### src/rtl/hbm_tg_pkg.sv
// Shared FSM encodings, AXI constants and pattern helper for the HBM traffic generator.
// Latency: n/a (declarations only).
// Backpressure: n/a.
package hbm_tg_pkg;

    localparam logic [2:0] ST_IDLE    = 3'd0;
    localparam logic [2:0] ST_WR_ADDR = 3'd1;
    localparam logic [2:0] ST_WR_DATA = 3'd2;
    localparam logic [2:0] ST_WR_RESP = 3'd3;
    localparam logic [2:0] ST_RD_ADDR = 3'd4;
    localparam logic [2:0] ST_RD_DATA = 3'd5;
    localparam logic [2:0] ST_DONE    = 3'd6;

    localparam logic [1:0] BURST_INCR = 2'b01;
    localparam logic [1:0] RESP_OKAY  = 2'b00;

    // One 32-bit lane of the test pattern for global beat index g.
    function automatic logic [31:0] pattern_word(input logic [31:0] seed, input logic [31:0] g);
        return seed + g;
    endfunction

endpackage

### src/rtl/hbm_tg_pattern.sv
// Expands (seed, beat index) into a full-width data word of replicated pattern lanes.
// Latency: combinational.
// Backpressure: none; output follows inputs.
module hbm_tg_pattern
    import hbm_tg_pkg::*;
#(
    parameter int DATA_W = 256
) (
    input  logic [31:0]       seed,
    input  logic [31:0]       beat_idx,
    output logic [DATA_W-1:0] word
);

    assign word = {(DATA_W/32){pattern_word(seed, beat_idx)}};

endmodule

### src/rtl/hbm_axi_traffic_gen.sv
// AXI3 write/read-back pattern generator and checker for one HBM pseudo-channel.
// Latency: one burst outstanding; each AXI handshake advances the FSM on the next edge.
// Backpressure: valids and payloads are registered and held until ready; stalls only stretch runtime.
module hbm_axi_traffic_gen
    import hbm_tg_pkg::*;
#(
    parameter int DATA_W    = 256,
    parameter int ADDR_W    = 33,
    parameter int ID_W      = 6,
    parameter int BURST_LEN = 16
) (
    input  logic                CLK100,
    input  logic                RST100_N,
    input  logic                hbm_cal_done,
    input  logic                start,
    input  logic [ADDR_W-1:0]   cfg_base_addr,
    input  logic [15:0]         cfg_num_bursts,
    input  logic [31:0]         cfg_seed,
    output logic                busy,
    output logic                done,
    output logic                pass,
    output logic [15:0]         err_cnt,
    output logic [ADDR_W-1:0]   first_err_addr,
    output logic [ID_W-1:0]     m_awid,
    output logic [ADDR_W-1:0]   m_awaddr,
    output logic [3:0]          m_awlen,
    output logic [2:0]          m_awsize,
    output logic [1:0]          m_awburst,
    output logic                m_awvalid,
    input  logic                m_awready,
    output logic [DATA_W-1:0]   m_wdata,
    output logic [DATA_W/8-1:0] m_wstrb,
    output logic                m_wlast,
    output logic                m_wvalid,
    input  logic                m_wready,
    input  logic [ID_W-1:0]     m_bid,
    input  logic [1:0]          m_bresp,
    input  logic                m_bvalid,
    output logic                m_bready,
    output logic [ID_W-1:0]     m_arid,
    output logic [ADDR_W-1:0]   m_araddr,
    output logic [3:0]          m_arlen,
    output logic [2:0]          m_arsize,
    output logic [1:0]          m_arburst,
    output logic                m_arvalid,
    input  logic                m_arready,
    input  logic [ID_W-1:0]     m_rid,
    input  logic [DATA_W-1:0]   m_rdata,
    input  logic [1:0]          m_rresp,
    input  logic                m_rlast,
    input  logic                m_rvalid,
    output logic                m_rready
);

    localparam logic [ADDR_W-1:0] BEAT_BYTES  = ADDR_W'(DATA_W/8);
    localparam logic [ADDR_W-1:0] BURST_BYTES = ADDR_W'(BURST_LEN*DATA_W/8);
    localparam logic [3:0]        LAST_BEAT   = 4'(BURST_LEN-1);
    localparam logic [2:0]        AXSIZE      = 3'($clog2(DATA_W/8));

    logic [2:0]        state;
    logic [ADDR_W-1:0] base_q;
    logic [15:0]       nbursts_q;
    logic [31:0]       seed_q;
    logic [15:0]       burst_cnt;
    logic [ADDR_W-1:0] burst_addr;
    logic [3:0]        beat_cnt;
    logic [31:0]       gidx;
    logic              aw_vld, w_vld, b_rdy, ar_vld, r_rdy;

    logic [DATA_W-1:0] exp_dat;
    logic              start_acc, last_burst, at_last_beat;
    logic              b_hs, r_hs, b_err, r_err, err_evt;
    logic [ADDR_W-1:0] err_addr;
    logic [15:0]       err_cnt_nxt;
    logic              unused_ids;

    // Write data and read expectation share one generator; phases never overlap.
    hbm_tg_pattern #(.DATA_W(DATA_W)) u_pattern (
        .seed     (seed_q),
        .beat_idx (gidx),
        .word     (exp_dat)
    );

    assign start_acc    = (state == ST_IDLE) && start && hbm_cal_done;
    assign last_burst   = (burst_cnt == nbursts_q - 16'd1);
    assign at_last_beat = (beat_cnt == LAST_BEAT);

    assign b_hs  = m_bvalid && b_rdy;
    assign r_hs  = m_rvalid && r_rdy;
    assign b_err = b_hs && (m_bresp != RESP_OKAY);
    assign r_err = r_hs && ((m_rresp != RESP_OKAY) || (m_rdata != exp_dat) ||
                            (m_rlast != at_last_beat));
    assign err_evt  = b_err || r_err;
    assign err_addr = b_err ? burst_addr : burst_addr + ADDR_W'(beat_cnt) * BEAT_BYTES;
    assign err_cnt_nxt = (err_evt && (err_cnt != 16'hFFFF)) ? err_cnt + 16'd1 : err_cnt;

    assign unused_ids = ^{m_bid, m_rid};

    assign m_awid    = '0;
    assign m_awaddr  = burst_addr;
    assign m_awlen   = LAST_BEAT;
    assign m_awsize  = AXSIZE;
    assign m_awburst = BURST_INCR;
    assign m_awvalid = aw_vld;
    assign m_wdata   = exp_dat;
    assign m_wstrb   = '1;
    assign m_wlast   = w_vld && at_last_beat;
    assign m_wvalid  = w_vld;
    assign m_bready  = b_rdy;
    assign m_arid    = '0;
    assign m_araddr  = burst_addr;
    assign m_arlen   = LAST_BEAT;
    assign m_arsize  = AXSIZE;
    assign m_arburst = BURST_INCR;
    assign m_arvalid = ar_vld;
    assign m_rready  = r_rdy;

    always_ff @(posedge CLK100 or negedge RST100_N) begin
        if (!RST100_N) begin
            err_cnt        <= '0;
            first_err_addr <= '0;
        end else if (start_acc) begin
            err_cnt        <= '0;
            first_err_addr <= '0;
        end else if (err_evt) begin
            err_cnt <= err_cnt_nxt;
            // err_cnt saturates rather than wrapping, so zero means no error seen yet.
            if (err_cnt == 16'd0)
                first_err_addr <= err_addr;
        end
    end

    always_ff @(posedge CLK100 or negedge RST100_N) begin
        if (!RST100_N) begin
            state      <= ST_IDLE;
            base_q     <= '0;
            nbursts_q  <= '0;
            seed_q     <= '0;
            burst_cnt  <= '0;
            burst_addr <= '0;
            beat_cnt   <= '0;
            gidx       <= '0;
            aw_vld     <= 1'b0;
            w_vld      <= 1'b0;
            b_rdy      <= 1'b0;
            ar_vld     <= 1'b0;
            r_rdy      <= 1'b0;
            busy       <= 1'b0;
            done       <= 1'b0;
            pass       <= 1'b0;
        end else begin
            case (state)
                ST_IDLE: begin
                    if (start_acc) begin
                        base_q     <= cfg_base_addr;
                        nbursts_q  <= cfg_num_bursts;
                        seed_q     <= cfg_seed;
                        burst_cnt  <= '0;
                        burst_addr <= cfg_base_addr;
                        beat_cnt   <= '0;
                        gidx       <= '0;
                        done       <= 1'b0;
                        pass       <= 1'b0;
                        if (cfg_num_bursts == 16'd0) begin
                            state <= ST_DONE;
                            done  <= 1'b1;
                            busy  <= 1'b0;
                            pass  <= 1'b1;
                        end else begin
                            state  <= ST_WR_ADDR;
                            busy   <= 1'b1;
                            aw_vld <= 1'b1;
                        end
                    end
                end
                ST_WR_ADDR: begin
                    if (aw_vld && m_awready) begin
                        aw_vld   <= 1'b0;
                        w_vld    <= 1'b1;
                        beat_cnt <= '0;
                        state    <= ST_WR_DATA;
                    end
                end
                ST_WR_DATA: begin
                    if (w_vld && m_wready) begin
                        gidx     <= gidx + 32'd1;
                        beat_cnt <= beat_cnt + 4'd1;
                        if (at_last_beat) begin
                            w_vld <= 1'b0;
                            b_rdy <= 1'b1;
                            state <= ST_WR_RESP;
                        end
                    end
                end
                ST_WR_RESP: begin
                    if (b_hs) begin
                        b_rdy <= 1'b0;
                        if (last_burst) begin
                            burst_cnt  <= '0;
                            burst_addr <= base_q;
                            gidx       <= '0;
                            ar_vld     <= 1'b1;
                            state      <= ST_RD_ADDR;
                        end else begin
                            burst_cnt  <= burst_cnt + 16'd1;
                            burst_addr <= burst_addr + BURST_BYTES;
                            aw_vld     <= 1'b1;
                            state      <= ST_WR_ADDR;
                        end
                    end
                end
                ST_RD_ADDR: begin
                    if (ar_vld && m_arready) begin
                        ar_vld   <= 1'b0;
                        r_rdy    <= 1'b1;
                        beat_cnt <= '0;
                        state    <= ST_RD_DATA;
                    end
                end
                ST_RD_DATA: begin
                    if (r_hs) begin
                        gidx     <= gidx + 32'd1;
                        beat_cnt <= beat_cnt + 4'd1;
                        // The slave's rlast closes the burst; a misplaced one is counted above.
                        if (m_rlast) begin
                            r_rdy <= 1'b0;
                            if (last_burst) begin
                                state <= ST_DONE;
                                done  <= 1'b1;
                                busy  <= 1'b0;
                                pass  <= (err_cnt_nxt == 16'd0);
                            end else begin
                                burst_cnt  <= burst_cnt + 16'd1;
                                burst_addr <= burst_addr + BURST_BYTES;
                                ar_vld     <= 1'b1;
                                state      <= ST_RD_ADDR;
                            end
                        end
                    end
                end
                ST_DONE: state <= ST_IDLE;
                default: state <= ST_IDLE;
            endcase
        end
    end

endmodule

### config.mk
export PLATFORM = sky130hd
export DESIGN_NAME = hbm_axi_traffic_gen
export DESIGN_NICKNAME = d
export VERILOG_FILES = /design/src/rtl/hbm_tg_pkg.sv /design/src/rtl/hbm_tg_pattern.sv /design/src/rtl/hbm_axi_traffic_gen.sv
export SDC_FILE = /design/constraint.sdc
export NUM_CORES = 1
export LEC_CHECK = 0
export BUFFER_PORTS_ARGS = -buffer_cell sky130_fd_sc_hd__clkbuf_2
export CAP_MARGIN = 10
export CORE_AREA = 2 2 315 317
export DETAILED_ROUTE_END_ITERATION = 10
export DIE_AREA = 0 0 317 319
export SETUP_SLACK_MARGIN = 0.5
export SLEW_MARGIN = 5
export SYNTH_ARGS = -nofsm -noshare
export SYNTH_HDL_FRONTEND = slang
export SYNTH_SLANG_ARGS = --single-unit
### constraint.sdc
create_clock -name CLK100 -period 10.3 [get_ports CLK100]
set_input_delay 2.06 -clock CLK100 [delete_from_list [all_inputs] [get_ports CLK100]]
set_output_delay 2.06 -clock CLK100 [all_outputs]
set_load 0.005 [all_outputs]
==> metrics.yaml <==
global_route_wire_length_before_repair_um: 114000
hold_buffers: 0
core-area_sq_um: 97700
cts_root_buf: "sky130_fd_sc_hd__clkbuf_16"
post-cts-setup-buffer-count: 0
wl_met3_um: 5490
cts_repair_resize_count: 0
clk_latency_ns: 0.63
leakage_power_uw: 0.0106
maxSlewHeadroom_pct: 25.0
mostFrequentLayoutCell: "sky130_fd_sc_hd__clkbuf_2"
path_clk_slew_ns: 0.06
dp_hpwl_um: 65700
peakVddDrop_v: 0.000182
remaining_drc_errors: 0
initial_utilization_pct: 19.3
critPathArrivalTime_ns: 7.82
layout_common_cells: "729 x sky130_fd_sc_hd__clkbuf_2, 226 x sky130_fd_sc_hd__nand2_1, 226 x sky130_fd_sc_hd__dfrtp_1, 204 x sky130_fd_sc_hd__nor2_1, 128 x sky130_fd_sc_hd__a21oi_1"
max_cap_violations: 0
die_x_um: 317
ys_seq_area_share_pct: 30.0
vias: 18400
layout-drive-gt1-share_pct: 34.8
post_synth_inst_count: 2281
worst_hold_slack_ns: 0.507
min_path_cells: 1
finalHoldViolations: 0
buffers_added_on_ports: 730
cp_data_required_time_ns: 10.78
maxClockFrequency_ghz: 0.136
cts_tree: "built"
fin_crit_sh_pct: 71.2
clock_tree.htree_level_count: 1
worst_r2r_endpoint: "first_err_addr[8]"
antenna_found_initial: 12
fin_nets: 3133
fp-row-count: 115
rr_startpoint: "gidx[0]"
viasPerCell: 4.54
setup_viol: 0
timing.clock.skew_ns: 0.0705
drt_pass1_iterations: 7
clock_tree.buffer_depth: 3
timing.critical_path.max_delay_family: "compound AO/OA/AOI/OAI gates"
min_delay_worst_type: "flip-flop to flip-flop"
postSynth.asyncResetShare_pct: 100
wl_met1_um: 31900
count_of_flip_flops_with_a_built_in_enable_after_synthesis: 0
floorplan.die_area_sq_um: 101000
finalWeightedCongestion: 0.920
grt_overflow: 0
cts_made_buffers: 30
pin_count: 805
yosys_most_used_dff: "sky130_fd_sc_hd__dfrtp_1"
netlist_area_sq_um: 18800
hold_path_endpoint: "base_q[14]"
timing.critical_path.slowest_stage_cell: "sky130_fd_sc_hd__a32oi_1"
grt_usage_pct: 15.1
worst_slew_pin_slew_ns: 1.12
number_of_global_route_vias_before_repair: 16900
synth.ff_latch_count: 226
worst_hold_startpoint: "base_q[14]"
drtAntennaViolNets: 0
avgRoutedWirePerCell_um: 20.1
reg2reg_depth: 19
totalWireLength_um: 81400
synth_warnings: 0
cp-end-kind: "flip-flop"
worstPathCellList: "ha_1 > inv_1 > fa_1 > nand2b_1 > a211oi_2 > o21ai_0 > o21ai_0 > xor2_2 > buf_4 > nand2_1 > a32oi_1 > o2111ai_1 > nor4_4 > a31oi_4 > nor2_4 > or2_1 > buf_4 > nand2_1 > a21oi_1"
area_growth_pct: 21.4
power.density_cell_area_nw_per_um2: 253
routed.top_layer: "met5"
grt_setup_unrepaired: "false"
timing.final.crit_period_ns: 7.33
tns_ns: 0
critical_path_depth: 19
numClockSinks: 226
crit_type: "flip-flop to flip-flop"
worstPathBufferInverterCount: 3
die-height_um: 319
run_status: "complete, no violations"
maxSlewViolCount: 0
drt_iter0_drc: 1016
max_stage_delay_ns: 0.74
cp_max_fo: 33
synth_cell_type_count: 101
worst-r2r-setup-slack_ns: 2.97
average_size_of_a_mapped_cell_sq_um: 8.26
detailroute.wirelength.met2_um: 39500
largest_net_degree_at_the_start_of_global_routing: 114
cp-start-kind: "flip-flop"
worst reg2reg max path, cell delays in order, from the launching register on:
cell and delay, ns:
sky130_fd_sc_hd__dfrtp_1 0.46, sky130_fd_sc_hd__ha_1 0.24, sky130_fd_sc_hd__inv_1 0.06, sky130_fd_sc_hd__fa_1 0.40
sky130_fd_sc_hd__nand2b_1 0.21, sky130_fd_sc_hd__a211oi_2 0.71, sky130_fd_sc_hd__o21ai_0 0.49, sky130_fd_sc_hd__o21ai_0 0.53
sky130_fd_sc_hd__xor2_2 0.46, sky130_fd_sc_hd__buf_4 0.32, sky130_fd_sc_hd__nand2_1 0.08, sky130_fd_sc_hd__a32oi_1 0.74
sky130_fd_sc_hd__o2111ai_1 0.35, sky130_fd_sc_hd__nor4_4 0.74, sky130_fd_sc_hd__a31oi_4 0.28, sky130_fd_sc_hd__nor2_4 0.35
sky130_fd_sc_hd__or2_1 0.16, sky130_fd_sc_hd__buf_4 0.37, sky130_fd_sc_hd__nand2_1 0.15, sky130_fd_sc_hd__a21oi_1 0.15
logic make-up after synthesis:
| group | after synthesis | synth area share, % |
|---|---|---|
| other | 2 | 0.0399 |
| AOI/OAI and AO/OA | 455 | 15.9 |
| buffers and inverters | 457 | 15.9 |
| DFF | 226 | 30.0 |
| and+or+nand+nor | 868 | 23.1 |
| muxes | 113 | 6.54 |
| adders and majority gates | 44 | 3.00 |
| xor gates and xnor gates | 116 | 5.39 |
registers in the layout (all words and copies together), names as in the netlist, 3 cells and up:
register	count
burst_cnt	16
first_err_addr	33
base_q	33
nbursts_q	16
m_araddr	33
state	3
beat_cnt	4
seed_q	32
gidx	32
err_cnt	16
final cells by class:
type                       instances  area [sq um]
fill                           10800         74800
multi-input combinational       1658         10500
sequential                       226          5660
timing repair buffer             758          3870
tap                             1287          1610
clock buffer                      43           850
inverter                          52           195
clock inverter                    13           154
antenna                            4          10.0
synthesized netlist by cell type, drive strengths merged (6+ instances only):
cell type / n / share of area [%]
mux2i: 32 / 1.7
nor3: 63 / 1.7
nand4: 59 / 2.0
o21ai: 131 / 3.5
a21oi: 131 / 3.5
dfrtp: 226 / 30
clkbuf: 72 / 1.7
nor4: 45 / 1.7
o211ai: 12 / 0.48
a21boi: 6 / 0.24
o21a: 11 / 0.44
or3: 29 / 0.99
mux2: 81 / 4.8
and4: 12 / 0.56
nand3: 73 / 2.0
a221oi: 24 / 1.1
or4: 19 / 0.78
o2111ai: 15 / 0.73
buf: 333 / 13
nor2: 208 / 4.2
nand2: 226 / 4.5
o31ai: 12 / 0.50
a31oi: 13 / 0.51
nor4b: 6 / 0.28
xnor2: 60 / 2.8
and3: 35 / 1.2
nor3b: 10 / 0.40
nand2b: 12 / 0.40
xor2: 56 / 2.6
nor2b: 16 / 0.53
ha: 42 / 2.8
a211oi: 11 / 0.49
or2: 20 / 0.66
and2: 16 / 0.56
nand3b: 7 / 0.28
a22oi: 16 / 0.64
a2111oi: 7 / 0.53
a21o: 14 / 0.56
inv: 52 / 1.0
worst max-delay path by stage:
stage | startpoint | endpoint | slack, ns
floorplan | m_rdata[127] | pass | 4.99
global placement | m_rdata[0] | first_err_addr[4] | 2.91
detailed placement | m_rdata[0] | first_err_addr[16] | 2.78
CTS | seed_q[0] | first_err_addr[8] | 3.31
global route | seed_q[0] | first_err_addr[8] | 2.66
finish | gidx[0] | first_err_addr[8] | 2.97
routing by layer:
metal	track usage (%)	vias to the layer above
met3	3.73	144
met1	17.2	8814
li1	-	8693
met2	26.0	706
met5	0	-
met4	7.84	4
stage by stage:
stage,setup WS [ns],cell area (sq um),instances,power [uW],util (%)
after CTS,3.31,22800,4037,5860,23.4
after global placement,2.91,21800,3981,4710,22.4
after global routing,2.66,22900,4039,6220,23.4
after floorplan,4.99,19100,2341,3910,-
after detailed placement,2.78,21800,3981,4740,22.4
final,2.97,22900,4041,5790,23.4
power breakdown:
| group | internal [uW] | leakage, uW | switching [uW] |
|---|---|---|---|
| Clock | 625 | 0.000496 | 450 |
| Sequential | 1210 | 0.00287 | 408 |
| Combinational | 1290 | 0.00722 | 1810 |
| Total | 3120 | 0.0106 | 2670 |
Note: power is estimated with default switching activity, not from simulation.
